`src/rtl/vga_pkg.sv`:
```
// Shared VGA timing constants and the coordinate type used by renderers.
package vga_pkg;

  localparam int unsigned COORD_W = 10;

  typedef logic [COORD_W-1:0] coord_t;

  localparam int unsigned VGA_H_VISIBLE = 640;
  localparam int unsigned VGA_H_FP      = 16;
  localparam int unsigned VGA_H_SYNC    = 96;
  localparam int unsigned VGA_H_BP      = 48;
  localparam int unsigned VGA_V_VISIBLE = 480;
  localparam int unsigned VGA_V_FP      = 10;
  localparam int unsigned VGA_V_SYNC    = 2;
  localparam int unsigned VGA_V_BP      = 33;

  localparam int unsigned VGA_H_TOTAL = VGA_H_VISIBLE + VGA_H_FP + VGA_H_SYNC + VGA_H_BP;
  localparam int unsigned VGA_V_TOTAL = VGA_V_VISIBLE + VGA_V_FP + VGA_V_SYNC + VGA_V_BP;

endpackage

```
`src/rtl/vga_mod_counter.sv`:
```
// Modulo-N up-counter with enable, synchronous reset and a terminal-count flag.
module vga_mod_counter #(
  parameter int unsigned N = 800,
  parameter int unsigned W = 10
) (
  input  logic         clk,
  input  logic         reset,
  input  logic         en,
  output logic [W-1:0] count,
  output logic [W-1:0] count_nxt_c,
  output logic         wrap
);

  assign wrap = (count == W'(N - 1));

  // Next value is exported so the parent can register flags for the same position.
  always_comb begin
    count_nxt_c = count;
    if (reset) begin
      count_nxt_c = '0;
    end else if (en) begin
      count_nxt_c = wrap ? '0 : count + W'(1);
    end
  end

  always_ff @(posedge clk) begin
    if (reset) begin
      count <= '0;
    end else begin
      count <= count_nxt_c;
    end
  end

endmodule

```
`src/rtl/vga_timing_gen.sv`:
```
// 640x480@60 raster position, blank and sync generator.
// Optional macro VGA_SYNC_ALIGN_EN delays hs/vs one pixel to match registered RGB.
module vga_timing_gen
  import vga_pkg::*;
#(
  parameter int unsigned H_VISIBLE = VGA_H_VISIBLE,
  parameter int unsigned H_FP      = VGA_H_FP,
  parameter int unsigned H_SYNC    = VGA_H_SYNC,
  parameter int unsigned H_BP      = VGA_H_BP,
  parameter int unsigned V_VISIBLE = VGA_V_VISIBLE,
  parameter int unsigned V_FP      = VGA_V_FP,
  parameter int unsigned V_SYNC    = VGA_V_SYNC,
  parameter int unsigned V_BP      = VGA_V_BP
) (
  input  logic       vga_clk,
  input  logic       reset,
  input  logic       pix_en,
  output logic [9:0] DrawX,
  output logic [9:0] DrawY,
  output logic       blank,
  output logic       hs,
  output logic       vs,
  output logic       frame_start
);

  localparam int unsigned H_TOTAL = H_VISIBLE + H_FP + H_SYNC + H_BP;
  localparam int unsigned V_TOTAL = V_VISIBLE + V_FP + V_SYNC + V_BP;

  localparam coord_t H_VIS_END = coord_t'(H_VISIBLE);
  localparam coord_t HS_START  = coord_t'(H_VISIBLE + H_FP);
  localparam coord_t HS_END    = coord_t'(H_VISIBLE + H_FP + H_SYNC);
  localparam coord_t V_VIS_END = coord_t'(V_VISIBLE);
  localparam coord_t VS_START  = coord_t'(V_VISIBLE + V_FP);
  localparam coord_t VS_END    = coord_t'(V_VISIBLE + V_FP + V_SYNC);

  coord_t x_q, y_q, x_nxt, y_nxt;
  logic   h_wrap, v_wrap, v_en;
  logic   blank_nxt, hs_nxt, vs_nxt, fs_nxt;
  logic   blank_q, hs_q, vs_q, fs_q;

  assign v_en = h_wrap & pix_en;

  vga_mod_counter #(.N(H_TOTAL), .W(COORD_W)) u_h_cnt (
    .clk        (vga_clk),
    .reset      (reset),
    .en         (pix_en),
    .count      (x_q),
    .count_nxt_c(x_nxt),
    .wrap       (h_wrap)
  );

  vga_mod_counter #(.N(V_TOTAL), .W(COORD_W)) u_v_cnt (
    .clk        (vga_clk),
    .reset      (reset),
    .en         (v_en),
    .count      (y_q),
    .count_nxt_c(y_nxt),
    .wrap       (v_wrap)
  );

  // Flags decoded from the next position so they land in the same cycle as it.
  always_comb begin
    blank_nxt = (x_nxt < H_VIS_END) && (y_nxt < V_VIS_END);
    hs_nxt    = !((x_nxt >= HS_START) && (x_nxt < HS_END));
    vs_nxt    = !((y_nxt >= VS_START) && (y_nxt < VS_END));
    fs_nxt    = fs_q;
    if (reset) begin
      fs_nxt = 1'b1;
    end else if (pix_en) begin
      fs_nxt = h_wrap & v_wrap;
    end
  end

  always_ff @(posedge vga_clk) begin
    if (reset) begin
      blank_q <= 1'b1;
      hs_q    <= 1'b1;
      vs_q    <= 1'b1;
      fs_q    <= 1'b1;
    end else begin
      blank_q <= blank_nxt;
      hs_q    <= hs_nxt;
      vs_q    <= vs_nxt;
      fs_q    <= fs_nxt;
    end
  end

`ifdef VGA_SYNC_ALIGN_EN
  logic hs_dly_q, vs_dly_q;

  // Extra pixel of sync delay to match the renderer's registered colour.
  always_ff @(posedge vga_clk) begin
    if (reset) begin
      hs_dly_q <= 1'b1;
      vs_dly_q <= 1'b1;
    end else if (pix_en) begin
      hs_dly_q <= hs_q;
      vs_dly_q <= vs_q;
    end
  end

  assign hs = hs_dly_q;
  assign vs = vs_dly_q;
`else
  assign hs = hs_q;
  assign vs = vs_q;
`endif

  assign DrawX       = x_q;
  assign DrawY       = y_q;
  assign blank       = blank_q;
  assign frame_start = fs_q;

endmodule

```
`config.mk`:
```
export PLATFORM = sky130hd
export DESIGN_NAME = vga_timing_gen
export DESIGN_NICKNAME = d
export VERILOG_FILES = /design/src/rtl/vga_pkg.sv /design/src/rtl/vga_mod_counter.sv /design/src/rtl/vga_timing_gen.sv
export SDC_FILE = /design/constraint.sdc
export NUM_CORES = 1
export LEC_CHECK = 0
export ABC_AREA = 1
export BUFFER_PORTS_ARGS = -buffer_cell sky130_fd_sc_hd__buf_2
export CAP_MARGIN = 15
export CORE_ASPECT_RATIO = 1.5
export CORE_UTILIZATION = 51
export CTS_BUF_LIST = sky130_fd_sc_hd__clkbuf_2
export DETAILED_ROUTE_END_ITERATION = 10
export MAX_ROUTING_LAYER = met4
export PLACE_DENSITY = 0.77
export SLEW_MARGIN = 15
export SYNTH_ARGS = -nofsm -noshare
export SYNTH_HDL_FRONTEND = slang
export SYNTH_HIERARCHICAL = 1
export SYNTH_SLANG_ARGS = --single-unit
```
`constraint.sdc`:
```
create_clock -name vga_clk -period 2 [get_ports vga_clk]
set_input_delay 0.4 -clock vga_clk [delete_from_list [all_inputs] [get_ports vga_clk]]
set_output_delay 0.4 -clock vga_clk [all_outputs]
set_load 0.01 [all_outputs]
```
# Word level (Yosys, flattened, before mapping)
# Index checks and enable logic that the tools add are counted.
[totals] ram_bits=0 inputBits=3 wordCells=29 register_bits=24 mem_bits_ro=0 memories=0 out_inout_bits=24 latchBits=0
[op_classes] n_div=0 order_cmp=6 reduce_logical=5 mul=0 mux=6 eq_ne=2 add_sub_neg=2 shift=0 bitwise=2
[op_table] op="two-way mux 10 bit" count=6
[op_table] op="adder 10 x 1 -> 10 bit, second input constant" count=2
[op_table] op="equality test 10 bit, second input constant" count=2
[op_table] op="less-than comparator 10 bit, second input constant" count=2
[op_table] op="less-than comparator 10 x 9 -> 1 bit, second input constant" count=2
[op_table] op="greater-or-equal comparator 10 bit, second input constant" count=1
[op_table] op="greater-or-equal comparator 10 x 9 -> 1 bit, second input constant" count=1
[op_table] op="logical AND 1 bit" count=3
[op_table] op="AND 1 bit" count=2
[op_table] op="zero test 1 bit" count=2

# Longest topological paths before layout
[logic_depth] depth_word=7 depth_mapped=18 mapped_depth_nobuf=18

# Modules after synthesis
# Netlist, hierarchy kept.
[modules_own_cells] mod="vga_mod_counter at u_h_cnt" seq_area_each_um2=200.2 area_per_inst_um2=625.6 instances=1 cells_per_inst=87
[modules_own_cells] mod="vga_mod_counter at u_v_cnt" seq_area_each_um2=200.2 area_per_inst_um2=564.3 instances=1 cells_per_inst=84
[modules_own_cells] mod="vga_timing_gen" seq_area_each_um2=80.1 area_per_inst_um2=200.2 instances=1 cells_per_inst=33

# Worst setup path before layout
# OpenSTA, ideal clock, no wires.
[synth_timing] path_type="register -> register" start="register u_h_cnt.count[0]" end="register blank_q (netlist: blank)" setup_time_ns=0.113 t_required_ns=1.887 arrival_ns=2.005 period_less_slack_ns=2.118 slack_ns=-0.118 stages_incl_launch_ff=18 path_buffers=0 cell_sequence="dfxtp_1 -> ha_1 -> nand2_1 -> nor2_4 -> nand3_1 -> inv_1 -> nand2_1 -> inv_1 -> nand2_2 -> nor2_2 -> nand2_1 -> xor2_1 -> nor2_1 -> nand2_1 -> nor2_2 -> inv_1 -> nand2_1 -> nand2_1"
[synth_via] elab_chain_cells=6 word_cells_on_any_way=11 classes_between="add/sub: 1; order compare: 2; eq/ne: 1; mux: 5; bitwise: 1; reduce/logical: 1"
[synth_lines] item="start: declaration" line_no="vga_mod_counter.sv:9" text="output logic [W-1:0] count,"
[synth_lines] item="start signal: assignment" line_no="vga_mod_counter.sv:30" text="count <= count_nxt_c;"
[synth_lines] item="equality test 10 bit" line_no="vga_mod_counter.sv:14" text="assign wrap = (count == W'(N - 1));"
[synth_lines] item="via h_wrap" line_no="vga_timing_gen.sv:37" text="logic h_wrap, v_wrap, v_en;"
[synth_lines] item="AND 1 bit" line_no="vga_timing_gen.sv:41" text="assign v_en = h_wrap & pix_en;"
[synth_lines] item="via v_en" line_no="vga_timing_gen.sv:37"
[synth_lines] item="two-way mux 10 bit" line_no="vga_mod_counter.sv:21" text="end else if (en) begin"
[synth_lines] item="two-way mux 10 bit" line_no="vga_mod_counter.sv:19" text="if (reset) begin"
[synth_lines] item="via y_nxt[6]" line_no="vga_timing_gen.sv:36" text="coord_t x_q, y_q, x_nxt, y_nxt;"
[synth_lines] item="less-than comparator 10 x 9 -> 1 bit" line_no="vga_timing_gen.sv:63" text="blank_nxt = (x_nxt < H_VIS_END) && (y_nxt < V_VIS_END);"
[synth_lines] item="logical AND 1 bit" line_no="vga_timing_gen.sv:63"
[synth_lines] item="end signal: assignment" line_no="vga_timing_gen.sv:81" text="blank_q <= blank_nxt;"
[synth_lines] item="end: declaration" line_no="vga_timing_gen.sv:39" text="logic blank_q, hs_q, vs_q, fs_q;"
# The timed path passes the listed nets, and every way through them passes these cells.
# A chain may end at the register's enable or synchronous reset.

# Final worst setup path
[layout_timing] start="register u_h_cnt.count[1]" end="register blank_q (netlist: blank)"
# The elaborated chain is that of the path after synthesis.

==> results.toml <==
[run_status]
outcome = "finished, final reports clean"

[setup_path]
rr_startpoint = "u_h_cnt/count[1]"
crit_top_cell = "nand2_1"
critPathMaxStageDelay_ps = 390
worstSetupPathType = "reg2reg"
required_ps = 2250
start_kind = "flop"
slowest_stage = "dfxtp_2"
worstPathArrival_ps = 2240
crit_fanout = 4
worstSetupEndpointType = "flop"
cp_cell_sequence = "ha_4 > nand2_2 > nor2_4 > nand3_2 > inv_1 > nand2_1 > inv_2 > nand2_4 > nor2_4 > nand2_2 > xor2_1 > nor2_1 > nand2_1 > nor2_2 > inv_1 > nand2_1 > nand2_1"
crit_start = "u_h_cnt/count[1]"

[power_and_ir_drop]
combPwrFrac_pct = 8.4
p_per_area_nw_per_um2 = 423
p_sw_share_pct = 24.1
irDropWorstVdd_mv = 0.378
power_frac_clock_pct = 24.0
seq_power_share_pct = 67.6
p_sw_uw = 175
p_total_uw = 727
p_leak_uw = 0.000867
p_int_uw = 551

[route]
via_per_inst = 4.89
wire_per_inst_um = 10.5
wirelength_um = 2940
drtIter0Drc = 33
postRouteAntennaNets = 0
route.vias.total = 1369
route.detailed.drc = 0
drtPass1Iterations = 4

[timing]
worst_pin_slew_ps = 279
hold_viol = 0
timing.final.crit_share_pct = 99.3
setup_viol = 0
fin_skew_ps = 2.05
finalCriticalPeriod_ps = 1990
tns_ps = 0
slew_headroom_pct = 81.4
slew_viol_final = 0
max_freq_mhz = 503
fin_hold_ws_ps = 402
rsz0062_at_grt = "yes"

[placed_design]
hpwlAfterDp_um = 2360
io_buffers = 26
routabilityCongestion = 0.884
place_inst = 273

[clocking]
htree_levels = 1
clkTransAtPathRegs_ps = 200
clk_path_buf_depth = 2
cts-root-buf = "clkbuf_2"
cts_hold_buf = 0
clk_latency_ps = 330
cts_tree = "built"
cts_buffers = 3
clock_sinks = 24

[hold_path]
min-delay-start = "pix_en"
hold_class = "in2reg"

[synth]
synthCells = 199
syn-cell-area_um2 = 1370
ys_warn_count = 6
avgSynthCellArea_um2 = 6.87
synth_nets = 205

[floorplan]
initial_core_util_pct = 54.6
coreArea_um2 = 2500
ios = 27
chipWidth_um = 44.3
dieArea_um2 = 2900
die_h_um = 65.4
num_rows = 22

[final_layout]
drive_above_1_share_pct = 30.7
postLayoutCoreUtil_pct = 68.6
area_growth_pct = 25.6
num_antenna_cells = 0
final_cells = 280
final.fill_count = 231
fin_nets = 252

[global_route]
grt_pass1_wl_um = 4680
antenna_found_initial = 0
grt.overflow.total = 0
grt_max_degree = 15
grt_usage_pct = 22.3
grt_pass1_vias = 1196

[job]
max_cap_violations = 0
-- what timing repair did --
action	4_1_cts	5_1_grt
setup buffers	1	3
pin swaps	1	13
gates resized for setup	0	7
setup endpoints to repair	1	2
-- critical path: cells and delay by family (launching register included) --
family | cells | cell delay (ps)
AND/OR/NAND/NOR | 12 | 1010
flip-flops | 1 | 390
buffers and inverters | 3 | 220
XOR/XNOR | 1 | 150
adder cells (fa/ha/maj) | 1 | 130
-- metal layers --
| metal | GRT usage, % | part of all wire, % | vias up | wire, um |
|---|---|---|---|---|
| li1 | - | - | 707 | - |
| met1 | 21.5 | 39 | 603 | 1160 |
| met2 | 40.3 | 53 | 44 | 1550 |
| met3 | 1.92 | 3.4 | 15 | 100 |
| met4 | 14.8 | 4.8 | 0 | 140 |
| met5 | - | 0 | - | 0 |
-- layout by cell type, fill, tap and decap left out, drive strengths merged --
master and count:
nor2 55, nand2 45, buf 44, inv 29, dfxtp 24, nand3 14, xor2 6, a21oi 5
o21ai 5, nor3 3, clkbuf 3, nand4 3, ha 3, xnor2 2, o211ai 1, o21bai 1
nor4 1
-- through the flow --
stage	worst slack (ps)	cell area (um2)
floorplan	35.3	1370
CTS	15.9	1660
detailed placement	15.1	1640
global placement	56.3	1640
global route	-150	1720
finish	13.6	1720
-- layout make-up --
cell class / count / area (um2) / area share [%]
inverters: 29 / 111 / 6.48
well taps: 36 / 45.0 / 2.62
clock buffers: 3 / 15.0 / 0.874
multi-input cells: 144 / 798 / 46.5
flip-flops and latches: 24 / 483 / 28.1
repair buffers: 44 / 265 / 15.4
-- state kept, by name (all words and copies together) (netlist names) --
register,count
blank,1
frame_start,1
hs,1
u_v_cnt/count,10
vs,1
u_h_cnt/count,10
-- power groups by stage --
stage	sequential (uW)	clock, uW	combinational, uW
after floorplan	504	0	32.9
after global placement	499	0	58.7
after detailed placement	499	0	59.8
after CTS	489	186	59.9
after global routing	492	212	68.4
final	491	175	61.1
-- final timing paths --
path,slack [ps],to,cells after the start
setup / recovery,10,blank,17
hold reg to reg,510,frame_start,2
hold / removal,400,u_h_cnt/count[1],2
setup reg to reg,10,blank,17
(Power assumes the default switching activity.)
